===== src/rtl/sdr_wbuf_if.sv =====
// Bus bundle between the user write port, the SDRAM controller write port and sdr_wbuf.
// Handshakes: a word moves on usr_wvld & usr_wrdy and a beat moves on sdr_wr_vld & sdr_wr_ready,
// both sampled on the rising clk edge; valid never depends combinationally on its own ready.
interface sdr_wbuf_if #(
    parameter int DEPTH = 32
);
    localparam int CW = $clog2(DEPTH) + 1;

    logic [15:0]   usr_wdata;
    logic          usr_wvld;
    logic          usr_wrdy;
    logic [31:0]   usr_addr;
    logic          usr_addr_ld;
    logic          sdr_wr_req;
    logic [31:0]   sdr_waddr;
    logic [15:0]   sdr_wdata_in;
    logic          sdr_wr_vld;
    logic          sdr_wr_ready;
    logic [CW-1:0] fifo_cnt;
    logic          busy;

    modport master (
        output usr_wdata, usr_wvld, usr_addr, usr_addr_ld, sdr_wr_ready,
        input  usr_wrdy, sdr_wr_req, sdr_waddr, sdr_wdata_in, sdr_wr_vld, fifo_cnt, busy
    );

    modport slave (
        input  usr_wdata, usr_wvld, usr_addr, usr_addr_ld, sdr_wr_ready,
        output usr_wrdy, sdr_wr_req, sdr_waddr, sdr_wdata_in, sdr_wr_vld, fifo_cnt, busy
    );
endinterface


===== src/rtl/sdr_wbuf.sv =====
// SDRAM write buffer: collects user words in a FWFT FIFO and issues fixed-length write
// bursts with an auto-incrementing (or reloaded) 25-bit burst address.
module sdr_wbuf #(
    parameter int BURST_LEN = 8,
    parameter int DEPTH     = 32
) (
    input  logic       clk,
    input  logic       rst_n,
    sdr_wbuf_if.slave  bus,
    output logic [1:0] state_dbg
);
    localparam int AW = $clog2(DEPTH);
    localparam int CW = AW + 1;
    localparam int BW = $clog2(BURST_LEN) + 1;
    localparam logic [CW-1:0] DEPTH_C = CW'(DEPTH);
    localparam logic [CW-1:0] BL_C    = CW'(BURST_LEN);
    localparam logic [BW-1:0] BL_B    = BW'(BURST_LEN);

    typedef enum logic [1:0] {
        IDLE = 2'd0,
        REQ  = 2'd1,
        DATA = 2'd2,
        NEXT = 2'd3
    } state_t;

    state_t        state;
    logic [15:0]   mem [DEPTH];
    logic [AW-1:0] wr_ptr;
    logic [AW-1:0] rd_ptr;
    logic [CW-1:0] cnt;
    logic [BW-1:0] beat_cnt;
    logic          pend_vld;
    logic [24:0]   pend_addr;
    logic [24:0]   waddr;
    logic          push;
    logic          pop;
    logic          addr_hi_unused;

    // Address bits above the bank field are never stored.
    assign addr_hi_unused = ^bus.usr_addr[31:25];

    assign bus.usr_wrdy     = (cnt < DEPTH_C);
    assign push             = bus.usr_wvld & bus.usr_wrdy;
    assign bus.sdr_wr_vld   = (state == DATA) && (cnt != '0) && (beat_cnt != BL_B);
    assign pop              = bus.sdr_wr_vld & bus.sdr_wr_ready;
    assign bus.sdr_wdata_in = (cnt != '0) ? mem[rd_ptr] : 16'h0000;
    assign bus.sdr_wr_req   = (state == REQ);
    assign bus.busy         = (state != IDLE);
    assign bus.fifo_cnt     = cnt;
    assign bus.sdr_waddr    = {7'b0, waddr};
    assign state_dbg        = state;

    always_ff @(posedge clk) begin
        if (push) begin
            mem[wr_ptr] <= bus.usr_wdata;
        end
    end

    always_ff @(posedge clk or negedge rst_n) begin
        if (!rst_n) begin
            wr_ptr <= '0;
            rd_ptr <= '0;
            cnt    <= '0;
        end else begin
            if (push) begin
                wr_ptr <= wr_ptr + AW'(1);
            end
            if (pop) begin
                rd_ptr <= rd_ptr + AW'(1);
            end
            case ({push, pop})
                2'b10:   cnt <= cnt + CW'(1);
                2'b01:   cnt <= cnt - CW'(1);
                default: cnt <= cnt;
            endcase
        end
    end

    always_ff @(posedge clk or negedge rst_n) begin
        if (!rst_n) begin
            state     <= IDLE;
            beat_cnt  <= '0;
            pend_vld  <= 1'b0;
            pend_addr <= '0;
            waddr     <= '0;
        end else begin
            // Loads outside IDLE/NEXT are deferred so the burst in flight keeps its address.
            if (bus.usr_addr_ld && (state == REQ || state == DATA)) begin
                pend_vld  <= 1'b1;
                pend_addr <= bus.usr_addr[24:0];
            end
            case (state)
                IDLE: begin
                    if (bus.usr_addr_ld) begin
                        waddr <= bus.usr_addr[24:0];
                    end
                    if (cnt >= BL_C) begin
                        state <= REQ;
                    end
                end
                REQ: begin
                    beat_cnt <= '0;
                    state    <= DATA;
                end
                DATA: begin
                    if (pop) begin
                        beat_cnt <= beat_cnt + BW'(1);
                        if (beat_cnt == BL_B - BW'(1)) begin
                            state <= NEXT;
                        end
                    end
                end
                NEXT: begin
                    // A load arriving in NEXT itself is the newest one, so it wins.
                    if (bus.usr_addr_ld) begin
                        waddr <= bus.usr_addr[24:0];
                    end else if (pend_vld) begin
                        waddr <= pend_addr;
                    end else begin
                        waddr <= waddr + 25'(BURST_LEN);
                    end
                    pend_vld <= 1'b0;
                    state    <= IDLE;
                end
                default: state <= IDLE;
            endcase
        end
    end
endmodule


===== src/flat_wrapper.sv =====
// flat-port wrapper written by rule: the top's interface ports become plain ports
module sdr_wbuf_flat 
#(
    parameter int BURST_LEN = 8,
    parameter int DEPTH     = 32
)
  (clk, rst_n, state_dbg, bus_usr_wdata, bus_usr_wvld, bus_usr_addr, bus_usr_addr_ld, bus_sdr_wr_ready, bus_usr_wrdy, bus_sdr_wr_req, bus_sdr_waddr, bus_sdr_wdata_in, bus_sdr_wr_vld, bus_fifo_cnt, bus_busy);
  sdr_wbuf_if #(.DEPTH(DEPTH)) bus_i ();
  input  logic clk;
  input  logic rst_n;
  output logic [1:0] state_dbg;
  input wire logic [$bits(bus_i.usr_wdata)-1:0] bus_usr_wdata;
  input wire logic [$bits(bus_i.usr_wvld)-1:0] bus_usr_wvld;
  input wire logic [$bits(bus_i.usr_addr)-1:0] bus_usr_addr;
  input wire logic [$bits(bus_i.usr_addr_ld)-1:0] bus_usr_addr_ld;
  input wire logic [$bits(bus_i.sdr_wr_ready)-1:0] bus_sdr_wr_ready;
  output wire logic [$bits(bus_i.usr_wrdy)-1:0] bus_usr_wrdy;
  output wire logic [$bits(bus_i.sdr_wr_req)-1:0] bus_sdr_wr_req;
  output wire logic [$bits(bus_i.sdr_waddr)-1:0] bus_sdr_waddr;
  output wire logic [$bits(bus_i.sdr_wdata_in)-1:0] bus_sdr_wdata_in;
  output wire logic [$bits(bus_i.sdr_wr_vld)-1:0] bus_sdr_wr_vld;
  output wire logic [$bits(bus_i.fifo_cnt)-1:0] bus_fifo_cnt;
  output wire logic [$bits(bus_i.busy)-1:0] bus_busy;
  assign bus_i.usr_wdata = bus_usr_wdata;
  assign bus_i.usr_wvld = bus_usr_wvld;
  assign bus_i.usr_addr = bus_usr_addr;
  assign bus_i.usr_addr_ld = bus_usr_addr_ld;
  assign bus_i.sdr_wr_ready = bus_sdr_wr_ready;
  assign bus_usr_wrdy = bus_i.usr_wrdy;
  assign bus_sdr_wr_req = bus_i.sdr_wr_req;
  assign bus_sdr_waddr = bus_i.sdr_waddr;
  assign bus_sdr_wdata_in = bus_i.sdr_wdata_in;
  assign bus_sdr_wr_vld = bus_i.sdr_wr_vld;
  assign bus_fifo_cnt = bus_i.fifo_cnt;
  assign bus_busy = bus_i.busy;
  sdr_wbuf #(.BURST_LEN(BURST_LEN), .DEPTH(DEPTH)) u_core (.clk(clk), .rst_n(rst_n), .bus(bus_i), .state_dbg(state_dbg));
endmodule

===== config.mk =====
export PLATFORM = sky130hd
export DESIGN_NAME = sdr_wbuf_flat
export DESIGN_NICKNAME = d
export VERILOG_FILES = /design/src/rtl/sdr_wbuf_if.sv /design/src/rtl/sdr_wbuf.sv /design/src/flat_wrapper.sv
export SDC_FILE = /design/constraint.sdc
export NUM_CORES = 1
export LEC_CHECK = 0
export ABC_AREA = 1
export BUFFER_PORTS_ARGS = -buffer_cell sky130_fd_sc_hd__buf_2
export CORE_MARGIN = 2
export CORE_UTILIZATION = 30
export DETAILED_ROUTE_END_ITERATION = 8
export PLACE_DENSITY = 0.45
export REMOVE_ABC_BUFFERS = 1
export SLEW_MARGIN = 20
export SYNTH_ARGS = -nofsm -noshare
export SYNTH_HDL_FRONTEND = slang
export SYNTH_SLANG_ARGS = --single-unit

===== constraint.sdc =====
create_clock -name clk -period 3.3 [get_ports clk]
set_clock_uncertainty 0.15 [all_clocks]
set_input_delay 0 -clock clk [delete_from_list [all_inputs] [get_ports clk]]
set_output_delay 0 -clock clk [all_outputs]
set_load 0.1 [all_outputs]

* After elaboration in Yosys (flattened, before gate mapping)
Memories as Yosys holds them, arrays and structs flattened.
Index checks and enable logic that the tools add are counted.
** Cells by class
- Bitwise logic cells :: 2
- Reduce and logical (&&, ||, !) cells :: 14
- $add $sub $neg :: 6
- Equal/unequal tests :: 11
- Multiplexer cells :: 16
- Order comparisons :: 2
** Operators by type and width (number)
- 25-bit 2-to-1 mux :: 3
- 25-bit case mux with 2 select lines :: 1
- 25-bit by 4-bit adder with 25-bit output (second input constant) :: 1
- 16-bit 2-to-1 mux :: 1
- 6-bit case mux with 2 select lines :: 1
- 5-bit by 1-bit adder with 5-bit output (second input constant) :: 2
- 2-bit nonzero test :: 5
- 2-bit case mux with 4 select lines :: 1
- 4-bit case mux with 2 select lines :: 1
- 6-bit by 1-bit adder with 6-bit output (second input constant) :: 1
- 2-bit == test (second input constant) :: 3
- 6-bit by 4-bit greater-or-equal comparator with 1-bit output (second input constant) :: 1
- 6-bit < comparator (second input constant) :: 1
- 2-bit 2-to-1 mux :: 3
- 6-bit nonzero test :: 1
- 6-bit by 1-bit subtractor with 6-bit output (second input constant) :: 1
- 4-bit by 1-bit adder with 4-bit output (second input constant) :: 1
- 2-bit by 1-bit == test with 1-bit output (second input constant) :: 2
- 4-bit by 3-bit == test with 1-bit output (second input constant) :: 1
- 1-bit 2-to-1 mux :: 4
- 4-bit 2-to-1 mux :: 1
- 2-bit by 1-bit != test with 1-bit output (second input constant) :: 2
- 2-bit != test (second input constant) :: 2
- 4-bit != test (second input constant) :: 1
- 6 further kinds :: 10
** Word-level totals
- Output and inout port bits :: 60
- Memories kept :: 1
- Register bits :: 73
- Input bits :: 53
- Logic and storage cells :: 60
- RAM bits :: 512
** Memories
- u_core.mem :: depth 32, width 16, read ports 1, clocked after Yosys merged registers in 0, wr ports 1, RTL line sdr_wbuf.sv:27 : logic [15:0] mem [DEPTH];

* Logic depth before layout (Yosys ltp)
- Word-level depth :: 6
- Depth in mapped cells :: 17
- Gate-level depth less buffers :: 17

* Least setup slack after synthesis
Ideal clock, no wire load.
- Path kind :: reg-to-reg
- Start :: register u_core.cnt[5] (netlist: u_core.bus.fifo_cnt[5])
- End :: memory u_core.mem[31][0] (enable)
- Data arrival time :: 3.069 ns
- Required time :: 2.760 ns
- Clock period less this slack :: 3.609 ns
- Buffers on the path :: 0
- Cell stages (with the launch flop) :: 8
- Library setup time :: 0.390 ns
- Slack :: -0.309 ns
- Path through :: dfrtp_1 -> inv_1 -> nand2_1 -> inv_1 -> nand2_1 -> nor2_1 -> inv_1 -> nor2_1
** Between the ends
- Longest elaborated chain between the ends :: 4
** RTL lines
- from (decl) :: RTL line sdr_wbuf.sv:30 : logic [CW-1:0] cnt;
- from (signal assigned) :: RTL line sdr_wbuf.sv:72 : 2'b10: cnt <= cnt + CW'(1);
- from (signal assigned) :: RTL line sdr_wbuf.sv:73 : 2'b01: cnt <= cnt - CW'(1);
- from (signal assigned) :: RTL line sdr_wbuf.sv:74 : default: cnt <= cnt;
- 6-bit < comparator :: RTL line sdr_wbuf.sv:42 : assign bus.usr_wrdy = (cnt < DEPTH_C);
- via bus_usr_wrdy :: RTL line flat_wrapper.sv:17 : output wire logic [$bits(bus_i.usr_wrdy)-1:0] bus_usr_wrdy;
- 1-bit AND :: RTL line sdr_wbuf.sv:43 : assign push = bus.usr_wvld & bus.usr_wrdy;
- 1-bit 2-to-1 mux :: RTL line sdr_wbuf.sv:54 : if (push) begin
- 1-bit 2-to-1 mux (not written as such) :: RTL line sdr_wbuf.sv:55 : mem[wr_ptr] <= bus.usr_wdata;
- to (decl) :: RTL line sdr_wbuf.sv:27
The timed path passes the listed nets, and every way through them passes these cells.

* Worst setup path in the final report
- Start :: register u_core.rd_ptr[0]
- End :: output bus_sdr_wdata_in[0]
** Between the ends
- Longest elaborated chain between the ends :: 2
** RTL lines
- from (decl) :: RTL line sdr_wbuf.sv:29 : logic [AW-1:0] rd_ptr;
- from (signal assigned) :: RTL line sdr_wbuf.sv:69 : rd_ptr <= rd_ptr + AW'(1);
- memory read 32 x 16 bit
- 16-bit 2-to-1 mux :: RTL line sdr_wbuf.sv:46 : assign bus.sdr_wdata_in = (cnt != '0) ? mem[rd_ptr] : 16'h0000;
- to (decl) :: RTL line flat_wrapper.sv:20 : output wire logic [$bits(bus_i.sdr_wdata_in)-1:0] bus_sdr_wdata_in;
Every way passes these cells.

==> out/results.ini <==
[grt]
grt_pass1_wl_mm=108.3
grt_pass1_vias=17050
grt_overflow_total=0
antenna_found_initial=0
grt_usage_pct=16.66
grt_max_degree=87

[cells_and_area]
multiInputGateArea_sq_mm=0.006764
layout_commonest_cell=edfxtp_1
design_area_sq_mm=0.02966
nFillCells=8225
stdcell_count=3578
syn2layout_area_growth_pct=18.17
n_antenna_cell=0
final-seq-area_sq_mm=0.01721
nets=2526
drive_gt1_share_pct=12.25
final_cell_mix=edfxtp_1, nor2_1, nand2_1, nand3_1, o21ai_0

[yosys]
synth_seq_cells=585
synth-edff-count=512
ys_types=36
yosys_warnings=0
synth_ff_type=edfxtp_1
ys_async_sr_fraction_pct=12.48
syn_area_sq_mm=0.02510
syn_area_per_cell_sq_um=10.93
synthCells=2297
seq_area_frac_synth_pct=68.52

[timing]
slew_headroom_pct=42.92
rsz0062_at_grt=yes
setup_viol=0
fin_ws_ps=99.34
period_minus_slack_ps=3201
finalCritPeriodShare_pct=96.99
fin_setup_tns_ps=0
fmax_mhz=312.4
hold_violations=0
slew_viol_final=0
worst_pin_slew_ps=854.9

[power]
p_per_area_mw_per_mm2=1011
total_power_mw=30.00
vdd_ir_drop_max_mv=1.126
leakage_nw=10.92

[clock_tree]
cts_buffers=66
worstSkewPairLatency_ps=590
cts_tree=yes
path_clk_slew_ps=60
cts_buffer_depth=3
numClockSinks=585
h-tree-depth=3
cts_root_buffer=clkbuf_16

[critical_path]
start_kind=flop
worstSetupStartpoint=u_core.rd_ptr[0]
path_max_fanout=40
r2r-start=u_core.state_dbg[0]
critPathRequiredTime_ps=3150
critPathKind=flop to output pin
end_kind=output pin
crit_arrival_ps=3050

[route]
antenna_left=0
wl_per_cell_um=20.32
drtIter0Drc=1276
routed_wl_mm=72.70
vias=17356
firstDrtPassIters=7
drc=0
viasPerCell=4.851

[place]
dp.cells=3417
post-place-ws_ps=376.8
hpwl_mm=40.56
placed_area_sq_mm=0.02707
gp_congestion=0.8272
io_buffers=98

[run_status]
outcome=complete, no violations

[floorplan]
chipWidth_um=293.3
rows=106
die_y_um=293.3
start_util_pct=30.14
ioPinCount=113
dieArea_sq_mm=0.08601
core_area_sq_mm=0.08329

[flow_run]
maxCapViolations=0

[hold_path]
hold_path_class=primary input to flop
hold_start=bus_usr_addr[3]

==> Yosys cell counts (all sizes together) (6+ instances only) <==
cell type | n | area share (%)
a21oi | 92 | 1.8
xor2 | 11 | 0.38
nand4 | 11 | 0.30
a22oi | 6 | 0.18
o21ai | 230 | 4.6
edfxtp | 512 | 61
o211ai | 33 | 0.99
nor2 | 529 | 7.9
nand3 | 245 | 4.9
inv | 125 | 1.9
nand2 | 252 | 3.8
dfrtp | 73 | 7.3
buf | 87 | 2.4
clkbuf | 50 | 0.75
ha | 17 | 0.85
==> worst paths after layout <==
| path | endpoint | slack (ps) | depth (start not counted) |
|---|---|---|---|
| worst min register to register | u_core.pend_addr[2] | 360 | 1 |
| worst max-delay path | bus_sdr_wdata_in[0] | 100 | 11 |
| worst min-delay path | u_core.pend_addr[3] | 50 | 3 |
| max in group asynchronous | u_core.pend_addr[0] | 2270 | 4 |
| min in group asynchronous | u_core.waddr[23] | 340 | 4 |
| worst max register to register | u_core.bus.fifo_cnt[4] | 400 | 15 |
==> repair_timing <==
item / 4_1_cts / 5_1_grt
setup buffers: 1 / 0
resized for setup: 10 / 16
hold buffers: 47 / 0
endpoints found under the setup margin: 13 / 15
hold endpoints to repair: 651 / 0
cloned: 1 / 1
==> flip-flops by register name, indices dropped and copies added, names as in the netlist <==
signal / count
u_core.mem: 512
u_core.pend_addr: 25
u_core.waddr: 25
u_core.bus.fifo_cnt: 6
u_core.rd_ptr: 5
u_core.wr_ptr: 5
u_core.beat_cnt: 4
u_core.state_dbg: 2
u_core.pend_vld: 1
==> worst max-delay path, cell delays in order (launching register included) <==
cell	delay (ps)
dfrtp_4	550
buf_16	310
buf_4	280
nor2_1	70
nor2_1	80
o21ai_0	80
nand3_1	100
nand3_1	80
nand3_1	120
nand2_1	80
nor2_2	310
buf_4	370
==> power by group <==
part	internal, mW	switching, mW	leakage, nW
clock network	3.91	2.89	0.940
registers	8.81	0.634	5.44
logic	3.64	10.1	4.54
total	16.4	13.6	10.9
==> cell type report <==
class,count,share of cell area (%)
sequential,585,58.02
timing repair buffer,221,6.335
inverter,125,1.725
clock inverter,22,0.4640
multi-input combinational,1456,22.80
tap,1080,4.555
clock buffer,89,6.103
==> logic make-up after synthesis <==
| group | Yosys count | share of synthesized area, % |
|---|---|---|
| AND/OR/NAND/NOR | 1042 | 16.99 |
| flip-flops | 585 | 68.52 |
| AO/OA/AOI/OAI | 369 | 7.810 |
| buffers and inverters | 262 | 5.004 |
| adder cells (fa/ha/maj) | 18 | 0.9270 |
| XOR/XNOR | 16 | 0.5582 |
| multiplexers | 4 | 0.1794 |
| other | 1 | 0.01494 |
==> metal layers <==
metal / vias up / part of all wire (%) / GRT usage [%] / wire length [um]
li1: 8253 / - / - / -
met1: 8609 / 46 / 23.03 / 33610
met2: 405 / 47 / 27.31 / 34270
met3: 89 / 4.8 / 2.935 / 3524
met4: 0 / 1.8 / 3.858 / 1292
met5: - / 0 / 0 / 0
==> per-stage QoR <==
step                      hold WS [ps]  utilization (%)
after global placement          -100.3            32.50
after detailed placement        -86.23            32.50
after global routing             32.77            35.62
final                            46.03            35.62
after CTS                        14.47            35.52
after floorplan                 -445.6                -
Power figures use the tool's default switching activity.
